<file path="src/rtl/sevenseg_pkg.sv">
// rtl/sevenseg_pkg.sv - shared types, register map and segment table for the 7-segment controller
package sevenseg_pkg;

   typedef enum logic [1:0] {
      REG_DATA   = 2'd0,
      REG_CTRL   = 2'd1,
      REG_DPMASK = 2'd2,
      REG_STATUS = 2'd3
   } reg_sel_e;

   localparam int CTRL_EN_BIT     = 0;
   localparam int CTRL_BLANK_LSB  = 8;
   localparam int CTRL_BRIGHT_LSB = 16;

   localparam int IDX_W   = 3;
   localparam int SUB_W   = 16;
   localparam int FRAME_W = 16;

   function automatic logic [6:0] hex2seg(input logic [3:0] nib);
      logic [6:0] s;
      case (nib)
         4'h0: s = 7'h3F;
         4'h1: s = 7'h30;
         4'h2: s = 7'h5B;
         4'h3: s = 7'h79;
         4'h4: s = 7'h74;
         4'h5: s = 7'h6D;
         4'h6: s = 7'h6F;
         4'h7: s = 7'h38;
         4'h8: s = 7'h7F;
         4'h9: s = 7'h7C;
         4'hA: s = 7'h7E;
         4'hB: s = 7'h67;
         4'hC: s = 7'h0F;
         4'hD: s = 7'h73;
         4'hE: s = 7'h4F;
         default: s = 7'h4E;
      endcase
      return s;
   endfunction

   function automatic logic [31:0] byte_merge(input logic [31:0] old_v,
                                              input logic [31:0] new_v,
                                              input logic [3:0]  strb);
      logic [31:0] m;
      m = old_v;
      for (int b = 0; b < 4; b++) begin
         if (strb[b]) m[8*b +: 8] = new_v[8*b +: 8];
      end
      return m;
   endfunction

endpackage

</file>
<file path="src/rtl/sevenseg_scan_timer.sv">
// rtl/sevenseg_scan_timer.sv - PWM sub-phase, phase and digit-index counters with frame counting
module sevenseg_scan_timer
   import sevenseg_pkg::*;
#(
   parameter int NUM_DIGITS = 4,
   parameter int SUB_DIV    = 240
)(
   input  logic               clk,
   input  logic               resetn,
   input  logic               i_enable,
   output logic [3:0]         o_phase,
   output logic [IDX_W-1:0]   o_index,
   output logic               o_frame_start,
   output logic [FRAME_W-1:0] o_frame_cnt
);

   localparam logic [SUB_W-1:0] SUB_MAX = SUB_W'(SUB_DIV - 1);
   localparam logic [IDX_W-1:0] IDX_MAX = IDX_W'(NUM_DIGITS - 1);

   logic [SUB_W-1:0]   r_sub;
   logic [3:0]         r_phase;
   logic [IDX_W-1:0]   r_index;
   logic [FRAME_W-1:0] r_frame_cnt;
   logic               w_sub_zero;
   logic               w_phase_wrap;
   logic               w_digit_wrap;

   assign w_sub_zero   = (r_sub == '0);
   assign w_phase_wrap = w_sub_zero && (r_phase == 4'hF);
   assign w_digit_wrap = w_phase_wrap && (r_index == '0);

   // Disabled scanning parks every counter at its reset value so re-enable starts a clean frame.
   always_ff @(posedge clk or negedge resetn) begin
      if (!resetn) begin
         r_sub       <= SUB_MAX;
         r_phase     <= 4'd0;
         r_index     <= IDX_MAX;
         r_frame_cnt <= '0;
      end else if (!i_enable) begin
         r_sub   <= SUB_MAX;
         r_phase <= 4'd0;
         r_index <= IDX_MAX;
      end else begin
         r_sub <= w_sub_zero ? SUB_MAX : r_sub - SUB_W'(1);
         if (w_sub_zero)   r_phase     <= r_phase + 4'd1;
         if (w_phase_wrap) r_index     <= (r_index == '0) ? IDX_MAX : r_index - IDX_W'(1);
         if (w_digit_wrap) r_frame_cnt <= r_frame_cnt + FRAME_W'(1);
      end
   end

   assign o_phase       = r_phase;
   assign o_index       = r_index;
   assign o_frame_start = i_enable && w_digit_wrap;
   assign o_frame_cnt   = r_frame_cnt;

endmodule

</file>
<file path="src/rtl/iomem_sevenseg_ctrl.sv">
// rtl/iomem_sevenseg_ctrl.sv - picosoc iomem slave driving a multiplexed PWM 7-segment display
module iomem_sevenseg_ctrl
   import sevenseg_pkg::*;
#(
   parameter int         NUM_DIGITS   = 4,
   parameter int         SUB_DIV      = 240,
   parameter logic [7:0] BASE_ADDR    = 8'h05,
   parameter bit         COMM_ACT_LOW = 1'b1
)(
   input  logic                  clk,
   input  logic                  resetn,
   input  logic                  iomem_valid,
   output logic                  iomem_ready,
   input  logic [3:0]            iomem_wstrb,
   input  logic [31:0]           iomem_addr,
   input  logic [31:0]           iomem_wdata,
   output logic [31:0]           iomem_rdata,
   output logic [NUM_DIGITS-1:0] comm,
   output logic [6:0]            seg,
   output logic                  dp
);

   localparam int                    DW       = 4 * NUM_DIGITS;
   localparam logic [NUM_DIGITS-1:0] COMM_OFF = {NUM_DIGITS{COMM_ACT_LOW}};

   logic [DW-1:0]         r_data;
   logic [DW-1:0]         r_active;
   logic                  r_pending;
   logic                  r_enable;
   logic [7:0]            r_blank;
   logic [3:0]            r_bright;
   logic [7:0]            r_dpmask;
   logic                  r_ready;
   logic [31:0]           r_rdata;
   logic [NUM_DIGITS-1:0] r_comm;
   logic [6:0]            r_seg;
   logic                  r_dp;

   logic                  w_hit;
   logic                  w_wr;
   logic                  w_data_wr;
   logic                  w_copy;
   reg_sel_e              w_sel;
   logic [31:0]           w_data_ext;
   logic [31:0]           w_data_new;
   logic [31:0]           w_ctrl_rd;
   logic [31:0]           w_ctrl_new;
   logic [31:0]           w_dp_new;
   logic [31:0]           w_status_rd;
   logic [31:0]           w_rd_mux;
   logic [3:0]            w_phase;
   logic [IDX_W-1:0]      w_index;
   logic                  w_frame_start;
   logic [FRAME_W-1:0]    w_frame_cnt;
   logic [3:0]            w_nib;
   logic                  w_on;
   logic [NUM_DIGITS-1:0] w_onehot;
   logic                  w_unused;

   sevenseg_scan_timer #(
      .NUM_DIGITS (NUM_DIGITS),
      .SUB_DIV    (SUB_DIV)
   ) u_timer (
      .clk           (clk),
      .resetn        (resetn),
      .i_enable      (r_enable),
      .o_phase       (w_phase),
      .o_index       (w_index),
      .o_frame_start (w_frame_start),
      .o_frame_cnt   (w_frame_cnt)
   );

   // Masking with ready keeps a held request from being acknowledged on consecutive cycles.
   assign w_hit     = iomem_valid && !r_ready && (iomem_addr[31:24] == BASE_ADDR);
   assign w_wr      = w_hit && (iomem_wstrb != 4'b0000);
   assign w_sel     = reg_sel_e'(iomem_addr[3:2]);
   assign w_data_wr = w_wr && (w_sel == REG_DATA);
   assign w_copy    = w_frame_start || (!r_enable && r_pending);

   always_comb begin
      w_data_ext = '0;
      w_data_ext[DW-1:0] = r_data;
   end

   assign w_ctrl_rd   = {12'd0, r_bright, r_blank, 7'd0, r_enable};
   assign w_status_rd = {w_frame_cnt, 5'd0, w_index, 7'd0, r_pending};
   assign w_data_new  = byte_merge(w_data_ext, iomem_wdata, iomem_wstrb);
   assign w_ctrl_new  = byte_merge(w_ctrl_rd, iomem_wdata, iomem_wstrb);
   assign w_dp_new    = byte_merge({24'd0, r_dpmask}, iomem_wdata, iomem_wstrb);

   always_comb begin
      w_rd_mux = '0;
      case (w_sel)
         REG_DATA:   w_rd_mux = w_data_ext;
         REG_CTRL:   w_rd_mux = w_ctrl_rd;
         REG_DPMASK: w_rd_mux = {24'd0, r_dpmask};
         REG_STATUS: w_rd_mux = w_status_rd;
         default:    w_rd_mux = '0;
      endcase
   end

   always_ff @(posedge clk or negedge resetn) begin
      if (!resetn) begin
         r_ready   <= 1'b0;
         r_rdata   <= '0;
         r_data    <= '0;
         r_active  <= '0;
         r_pending <= 1'b0;
         r_enable  <= 1'b1;
         r_blank   <= 8'd0;
         r_bright  <= 4'hF;
         r_dpmask  <= 8'd0;
      end else begin
         r_ready <= w_hit;
         r_rdata <= w_hit ? w_rd_mux : '0;
         if (w_data_wr) r_data <= w_data_new[DW-1:0];
         if (w_wr && (w_sel == REG_CTRL)) begin
            r_enable <= w_ctrl_new[CTRL_EN_BIT];
            r_blank  <= w_ctrl_new[CTRL_BLANK_LSB +: 8];
            r_bright <= w_ctrl_new[CTRL_BRIGHT_LSB +: 4];
         end
         if (w_wr && (w_sel == REG_DPMASK)) r_dpmask <= w_dp_new[7:0];
         // A write colliding with the copy takes priority on pending, so it waits for the next frame.
         if (w_copy) r_active <= r_data;
         if (w_data_wr)   r_pending <= 1'b1;
         else if (w_copy) r_pending <= 1'b0;
      end
   end

   always_comb begin
      w_nib    = 4'(r_active >> {w_index, 2'b00});
      w_on     = r_enable && !r_blank[w_index] && (w_phase <= r_bright);
      w_onehot = '0;
      w_onehot[0] = 1'b1;
      w_onehot = w_onehot << w_index;
   end

   always_ff @(posedge clk or negedge resetn) begin
      if (!resetn) begin
         r_comm <= COMM_OFF;
         r_seg  <= 7'd0;
         r_dp   <= 1'b0;
      end else begin
         r_comm <= w_on ? (w_onehot ^ COMM_OFF) : COMM_OFF;
         r_seg  <= w_on ? hex2seg(w_nib) : 7'd0;
         r_dp   <= w_on && r_dpmask[w_index];
      end
   end

   assign iomem_ready = r_ready;
   assign iomem_rdata = r_rdata;
   assign comm        = r_comm;
   assign seg         = r_seg;
   assign dp          = r_dp;

   assign w_unused = ^{iomem_addr[23:4], iomem_addr[1:0], w_data_new, w_ctrl_new, w_dp_new};

endmodule

</file>
<file path="config.mk">
export PLATFORM = sky130hd
export DESIGN_NAME = iomem_sevenseg_ctrl
export DESIGN_NICKNAME = d
export VERILOG_FILES = /design/src/rtl/sevenseg_pkg.sv /design/src/rtl/sevenseg_scan_timer.sv /design/src/rtl/iomem_sevenseg_ctrl.sv
export SDC_FILE = /design/constraint.sdc
export NUM_CORES = 1
export LEC_CHECK = 0
export CORE_MARGIN = 3
export CORE_UTILIZATION = 60
export DETAILED_ROUTE_END_ITERATION = 8
export DONT_BUFFER_PORTS = 1
export HOLD_SLACK_MARGIN = 0.12
export PLACE_DENSITY = 0.73
export SLEW_MARGIN = 20
export SYNTH_ARGS = -nofsm -noshare
export SYNTH_HDL_FRONTEND = slang
export SYNTH_SLANG_ARGS = --single-unit
</file>
<file path="constraint.sdc">
create_clock -name clk -period 4.8 [get_ports clk]
set_input_delay 0.48 -clock clk [delete_from_list [all_inputs] [get_ports clk]]
set_output_delay 0.48 -clock clk [all_outputs]
set_load 0.01 [all_outputs]
</file>
==> impl_metrics.py, run 1 <==
metrics = {
    "setup_path": {
        "path_cells": "inv_1, ha_1, or4b_4, or4_4, nor2_1, a21oi_2, mux2_2",
        "crit_path_end_kind": "flip-flop",
        "crit_fanout": 16,
        "crit_arrival_ns": 3.63,
        "cp-startpoint": "u_timer.r_sub[0]",
        "regToRegSetupSlack_ns": 1.58,
        "worstPathRequired_ns": 5.21,
        "cpLargestDelayFamily": "simple AND/OR/NAND/NOR gates",
        "crit_slowest_cell": "or4_4",
        "reg2reg_from": "u_timer.r_sub[0]",
        "worst-setup-path-type": "flip-flop to flip-flop",
        "timing.critical_path.slowest_cell_delay_ns": 0.64,
        "worst-path-buf-inv": 1,
        "start_kind": "flip-flop",
    },
    "timing": {
        "fin_setup_tns_ns": 0,
        "setup_violations": 0,
        "hold_violations": 0,
        "slew_headroom_pct": 35.1,
        "timing.fmax_mhz": 310,
        "tightest_slew_ns": 0.973,
        "rsz0062_at_grt": "false",
        "setup_slack_ns": 1.58,
        "fin_crit_sh_pct": 67.2,
        "fin_crit_ns": 3.22,
        "fin_skew_ns": 0.00504,
        "drv_slew": 0,
    },
    "logic_synthesis": {
        "ys_seq_elements": 138,
        "synth.distinct_cells": 49,
        "synth_edf_count": 0,
        "yosys.area_share.adder_pct": 3.42,
        "synth_xor_area_share_pct": 4.21,
        "async_flop_share_pct": 100,
        "synthesis.area_sq_mm": 0.00621,
        "synth_top_area_cell": "dfrtp_1",
        "synth_top_family_by_area": "multiplexers",
        "synthFlopType": "dfrtp_1",
        "synthSimpleGateAreaFrac_pct": 13.7,
        "synth_cells": 504,
        "yosys_warnings": 0,
        "synth_area_leaders": "dfrtp_1 48%, mux2_2 10%, dfstp_2 7.6%, mux2i_1 4.0%, ha_1 3.4%",
        "syn_nets": 592,
        "synth-seq-area-share_pct": 55.9,
        "synth_mux_area_share_pct": 16.7,
        "synth_top_area_share_pct": 48.3,
        "avgSynthCellArea_sq_um": 12.3,
        "synth_compound_area_share_pct": 4.07,
    },
    "clock_tree": {
        "cts_made_buffers": 17,
        "cts_tree": "done",
        "cts_resized": 0,
        "postCtsSetupBuffers": 0,
        "htree_levels": 4,
        "insertion_delay_ns": 0.52,
        "clkTransAtPathRegs_ns": 0.06,
        "hold_buffers": 26,
        "root_buffer": "clkbuf_8",
        "cts.sinks": 138,
        "clk_path_buf_depth": 2,
    },
    "flow_run": {
        "maxCapViolCount": 0,
    },
    "final_layout": {
        "final_nets": 624,
        "diodes": 0,
        "syn_to_final_growth_pct": 16.1,
        "nFillCells": 681,
        "fin_cells": 682,
        "drive_gt1_share_pct": 22.6,
    },
    "pwr": {
        "power_density_mw_per_mm2": 356,
        "p_leak_nw": 3.46,
        "peakVddDrop_mv": 0.211,
    },
    "route": {
        "ant_nets": 0,
        "drc_errors": 0,
        "wirelength_mm": 12.4,
        "drt_iter0_drc": 225,
        "dr.pass1.iters": 4,
        "routed_via_density": 5.76,
        "wl_per_cell_microns": 18.2,
        "routed-via-count": 3925,
    },
    "floorplan": {
        "initial_core_util_pct": 62.7,
        "io_pins": 116,
        "die_area_sq_mm": 0.0116,
        "coreArea_sq_mm": 0.00991,
        "die_w_microns": 108,
        "rows": 36,
        "die_h_microns": 108,
    },
    "place": {
        "dpl_worst_slack_ns": 1.60,
        "port-buffer-count": 0,
        "place.gp.congestion": 0.770,
        "place_inst": 624,
        "dp_hpwl_mm": 8.33,
    },
    "hold_path": {
        "hp-class": "input port to flip-flop",
        "hold_start": "iomem_addr[3]",
    },
    "global_routing": {
        "gr-usage-all-layers_pct": 23.6,
        "grt_first_pass_wirelength_mm": 20.9,
        "first_global_vias": 4122,
        "grt_start_max_net_pins": 139,
        "antenna_found_initial": 0,
        "overflow": 0,
    },
    "status": {
        "status": "complete, no violations",
    },
}
## worst paths after layout
kind,end,cells past startpoint
worst max register to register,r_active[9],7
min in group asynchronous,iomem_rdata[0],2
worst min-delay path,iomem_rdata[16],2
max in group asynchronous,u_timer.r_sub[4],2
worst min register to register,u_timer.r_sub[0],1
worst max-delay path,r_active[9],7
## kinds of logic after synthesis
kind of cell	after synthesis
xor+xnor	29
mux	88
buf+inv	29
fa+ha+maj	17
simple gates	165
compound gates	38
flops	138
## metal layers
metal | GRT usage (%) | share of wire [%] | vias up
met3 | 5.76 | 4.4 | 18
met2 | 38.8 | 49 | 86
met1 | 30.9 | 45 | 1990
met5 | 0 | 0 | -
met4 | 7.75 | 1.6 | 0
li1 | - | - | 1831
## flip-flops by register name, indices dropped and copies added, names as in the netlist, 4 cells and up
register and cells:
r_active 16, seg 7, r_bright 4, comm 4, u_timer.o_phase 4, r_data 16
r_dpmask 8, r_blank 8, u_timer.r_sub 16, iomem_rdata 32, u_timer.o_frame_cnt 16
## placed cells by master (no fill, tap or decap), types with 8 or more instances in the layout
cell type / count
xor2_1: 12
ha_1: 17
and2_1: 15
xnor2_1: 16
a21oi_1: 10
mux2_2: 56
clkbuf_16: 16
dfrtp_1: 120
dfstp_2: 18
dlygate4sd3_1: 25
mux2i_1: 25
nand3_1: 8
inv_1: 16
nand2_1: 34
nor2_1: 50
and3_1: 11
## power breakdown
part | switching [W] | total, W | leakage (nW) | internal, W
clock network | 0.000496 | 0.00134 | 0.302 | 0.000844
registers | 0.00000267 | 0.00117 | 1.86 | 0.00117
logic | 0.0000336 | 0.0000597 | 1.29 | 0.0000260
## cells in the mapped netlist, drive strengths merged (2+ instances only)
master     n
and2      15
xnor2     17
nand2b     7
or3        4
o41ai      2
nand2     34
o2bb2ai    2
a31oi      2
dfrtp    120
a211oi     4
dfstp     18
or4        7
or2        2
and3      11
and4       2
mux4       7
ha        17
nor2b      5
buf        5
nand3b     2
clkbuf     8
nor3b      2
o22a       4
o21ai      7
a21oi     11
nor3       7
mux2i     25
inv       16
nand3      8
nand4      5
xor2      12
o22ai      2
mux2      56
nor2      51
## layout make-up
type | instances | area (sq um) | area share (%)
Clock buffer | 17 | 414 | 5.74
Clock inverter | 15 | 200 | 2.78
Multi-Input combinational cell | 337 | 2620 | 36.3
Sequential cell | 138 | 3480 | 48.2
Timing Repair Buffer | 26 | 278 | 3.85
Inverter | 16 | 60.1 | 0.833
Tap cell | 133 | 166 | 2.31
## worst register-to-register path, stage by stage, from the launching register on
cell and delay, ns:
dfstp_2 0.37, inv_1 0.05, ha_1 0.19, or4b_4 0.52
or4_4 0.64, nor2_1 0.63, a21oi_2 0.34, mux2_2 0.37
## through the flow
stage,utilization (%),hold slack [ns],cell area (sq um),total power (W)
final,72.8,0.135,7210,0.00257
after detailed placement,63.8,0.187,6320,0.00121
after floorplan,-,0.184,6210,0.00121
after global routing,72.8,0.130,7210,0.00265
after CTS,72.8,0.120,7210,0.00260
after global placement,63.8,0.189,6320,0.00121
No activity file was read; power rests on OpenSTA's default activity.
==> run 2: changes to the inputs <==
- CORE_UTILIZATION: 60 -> 57
- PLACE_DENSITY: 0.73 -> 0.72
- clock period: 4.8 -> 2.9 ns (I/O delays scaled with it)
==> run 2 against run 1 <==
Net effect:
- the run now ends with negative hold slack left
- critical path depth unchanged
- final cell count grew 1.9%
- largest power group unchanged
- non-clock buffer count is 10 higher
- global-route usage is 1.4 points lower
- sequential share of layout area decreased by 0.98 points
- flip-flop and latch count unchanged
- fmax rose by 17%
- core utilization down 2.4 points
- register-to-register slack worse by 1.4 ns
- sequential power is 66% higher
- die area up 5.0%
==> impl_metrics.py, run 2 (same netlist as run 1, synthesis figures left out) <==
metrics = {
    "clock_tree": {
        "clk_path_buf_depth": 2,
        "cts.sinks": 138,
        "cts_made_buffers": 17,
        "htree_levels": 4,
        "hold_buffers": 28,
        "postCtsSetupBuffers": 0,
        "insertion_delay_ns": 0.53,
        "cts_tree": "done",
        "clkTransAtPathRegs_ns": 0.06,
        "root_buffer": "clkbuf_8",
        "cts_resized": 0,
    },
    "route": {
        "routed_via_density": 5.73,
        "wirelength_mm": 12.7,
        "wl_per_cell_microns": 18.2,
        "drc_errors": 0,
        "dr.pass1.iters": 5,
        "routed-via-count": 3984,
        "ant_nets": 0,
        "drt_iter0_drc": 272,
    },
    "timing": {
        "slew_headroom_pct": 28.7,
        "setup_violations": 0,
        "hold_violations": 138,
        "fin_skew_ns": 0.00815,
        "drv_slew": 0,
        "fin_crit_ns": 2.75,
        "setup_slack_ns": 0.147,
        "hold_slack_ns": -0.542,
        "rsz0062_at_grt": "false",
        "fin_crit_sh_pct": 94.9,
        "timing.fmax_mhz": 363,
        "fin_setup_tns_ns": 0,
        "tightest_slew_ns": 1.07,
    },
    "final_layout": {
        "final_cell_mix": "120 x dfrtp_1, 56 x mux2_2, 50 x nor2_1, 34 x nand2_1, 28 x dlygate4sd3_1",
        "final_common_cell": "dfrtp_1",
        "largest_register_ff_count": 32,
        "fin_cells": 695,
        "diodes": 0,
        "final_nets": 634,
        "syn_to_final_growth_pct": 18.5,
        "drive_gt1_share_pct": 23.3,
    },
    "global_routing": {
        "grt_start_max_net_pins": 139,
        "gr-usage-all-layers_pct": 22.2,
        "grt_first_pass_wirelength_mm": 21.7,
        "first_global_vias": 4235,
        "overflow": 0,
        "antenna_found_initial": 0,
    },
    "pwr": {
        "power_frac_comb_pct": 1.5,
        "pwr-share-clk_pct": 55.6,
        "peakVddDrop_mv": 0.397,
        "p_leak_nw": 3.53,
        "swShare_pct": 18.2,
        "power_density_mw_per_mm2": 614,
        "pwr-share-seq_pct": 42.8,
        "p_switching_w": 0.000822,
        "p_int_w": 0.00370,
    },
    "setup_path": {
        "crit_fanout": 10,
        "crit_arrival_ns": 3.16,
        "worstPathRequired_ns": 3.30,
        "worst-setup-path-type": "flip-flop to flip-flop",
        "crit_path_end_kind": "flip-flop",
        "start_kind": "flip-flop",
    },
    "place": {
        "dp_hpwl_mm": 8.33,
        "place_inst": 635,
        "port-buffer-count": 0,
        "place.gp.congestion": 0.828,
        "dpl_worst_slack_ns": 0.165,
    },
    "floorplan": {
        "die_w_microns": 110,
        "rows": 37,
        "die_h_microns": 110,
        "coreArea_sq_mm": 0.0105,
        "initial_core_util_pct": 59.4,
        "die_area_sq_mm": 0.0122,
        "io_pins": 116,
    },
    "status": {
        "violations": "negative hold slack",
        "status": "finished, violations left",
    },
    "hold_path": {
        "hp-class": "input port to async pin",
    },
    "flow_run": {
        "maxCapViolCount": 0,
    },
}
-- run 2: changes by cell type in the layout (fill, tap and decap cells not counted) --
cell           previous run  this run
dlygate4sd3_1            25        28
clkbuf_8                  1         4
clkinv_2                  4         1
clkinvlp_4                1         2
bufinv_16                 4         7
clkbuf_1                  0         1
buf_16                    1         0
clkinv_4                  5         1
buf_4                     0         8
inv_6                     1         0
-- run 2: layer usage --
metal / routed length, microns / vias to the layer above / global-route usage, %
li1: - / 1851 / -
met1: 5710 / 1987 / 29.5
met5: 0 / - / 0
met2: 6010 / 124 / 35.1
met3: 707 / 22 / 6.68
met4: 229 / 0 / 7.55
-- run 2: worst paths after layout --
path / start / to / slack, ns / depth (start not counted)
worst max-delay path: u_timer.r_sub[0] / u_timer.o_frame_cnt[12] / 0.15 / 7
worst min-delay path: resetn / u_timer.o_frame_cnt[2] / -0.54 / 0
worst max register to register: u_timer.r_sub[0] / u_timer.o_frame_cnt[12] / 0.15 / 7
worst min register to register: u_timer.r_sub[0] / u_timer.r_sub[0] / 0.46 / 1
max in group asynchronous: resetn / u_timer.r_sub[6] / 3.14 / 0
min in group clk: iomem_addr[2] / iomem_rdata[8] / 0.15 / 3
-- run 2: per-stage QoR --
stage,utilization [%],power (W),area [sq um]
6_report,70.4,0.00452,7360
5_1_grt,70.4,0.00466,7360
4_1_cts,70.4,0.00456,7360
3_5_place_dp,61.0,0.00200,6380
3_3_place_gp,61.0,0.00200,6380
2_1_floorplan,-,0.00200,6210
-- run 2: worst max-delay path, stage by stage (launching register included) --
cell	delay [ns]
dfstp_2	0.37
inv_1	0.06
ha_1	0.19
or4b_4	0.52
or4_4	0.63
or4_4	0.57
nand2b_4	0.16
xnor2_2	0.12
-- run 2: area by class of cell --
cell class	instances	area [sq um]
clock buffer	21	459
timing repair buffer	36	340
tap	136	170
clock inverter	11	239
multi-input combinational	337	2620
inverter	16	60.1
fill	739	3100
sequential	138	3480
-- run 2: power groups by stage --
| stage | Sequential (W) | Clock (W) | Combinational, W |
|---|---|---|---|
| after floorplan | 0.00197 | 0 | 0.0000306 |
| after global placement | 0.00197 | 0 | 0.0000242 |
| after detailed placement | 0.00197 | 0 | 0.0000246 |
| after CTS | 0.00194 | 0.00255 | 0.0000689 |
| after global routing | 0.00194 | 0.00264 | 0.0000742 |
| final | 0.00194 | 0.00252 | 0.0000691 |
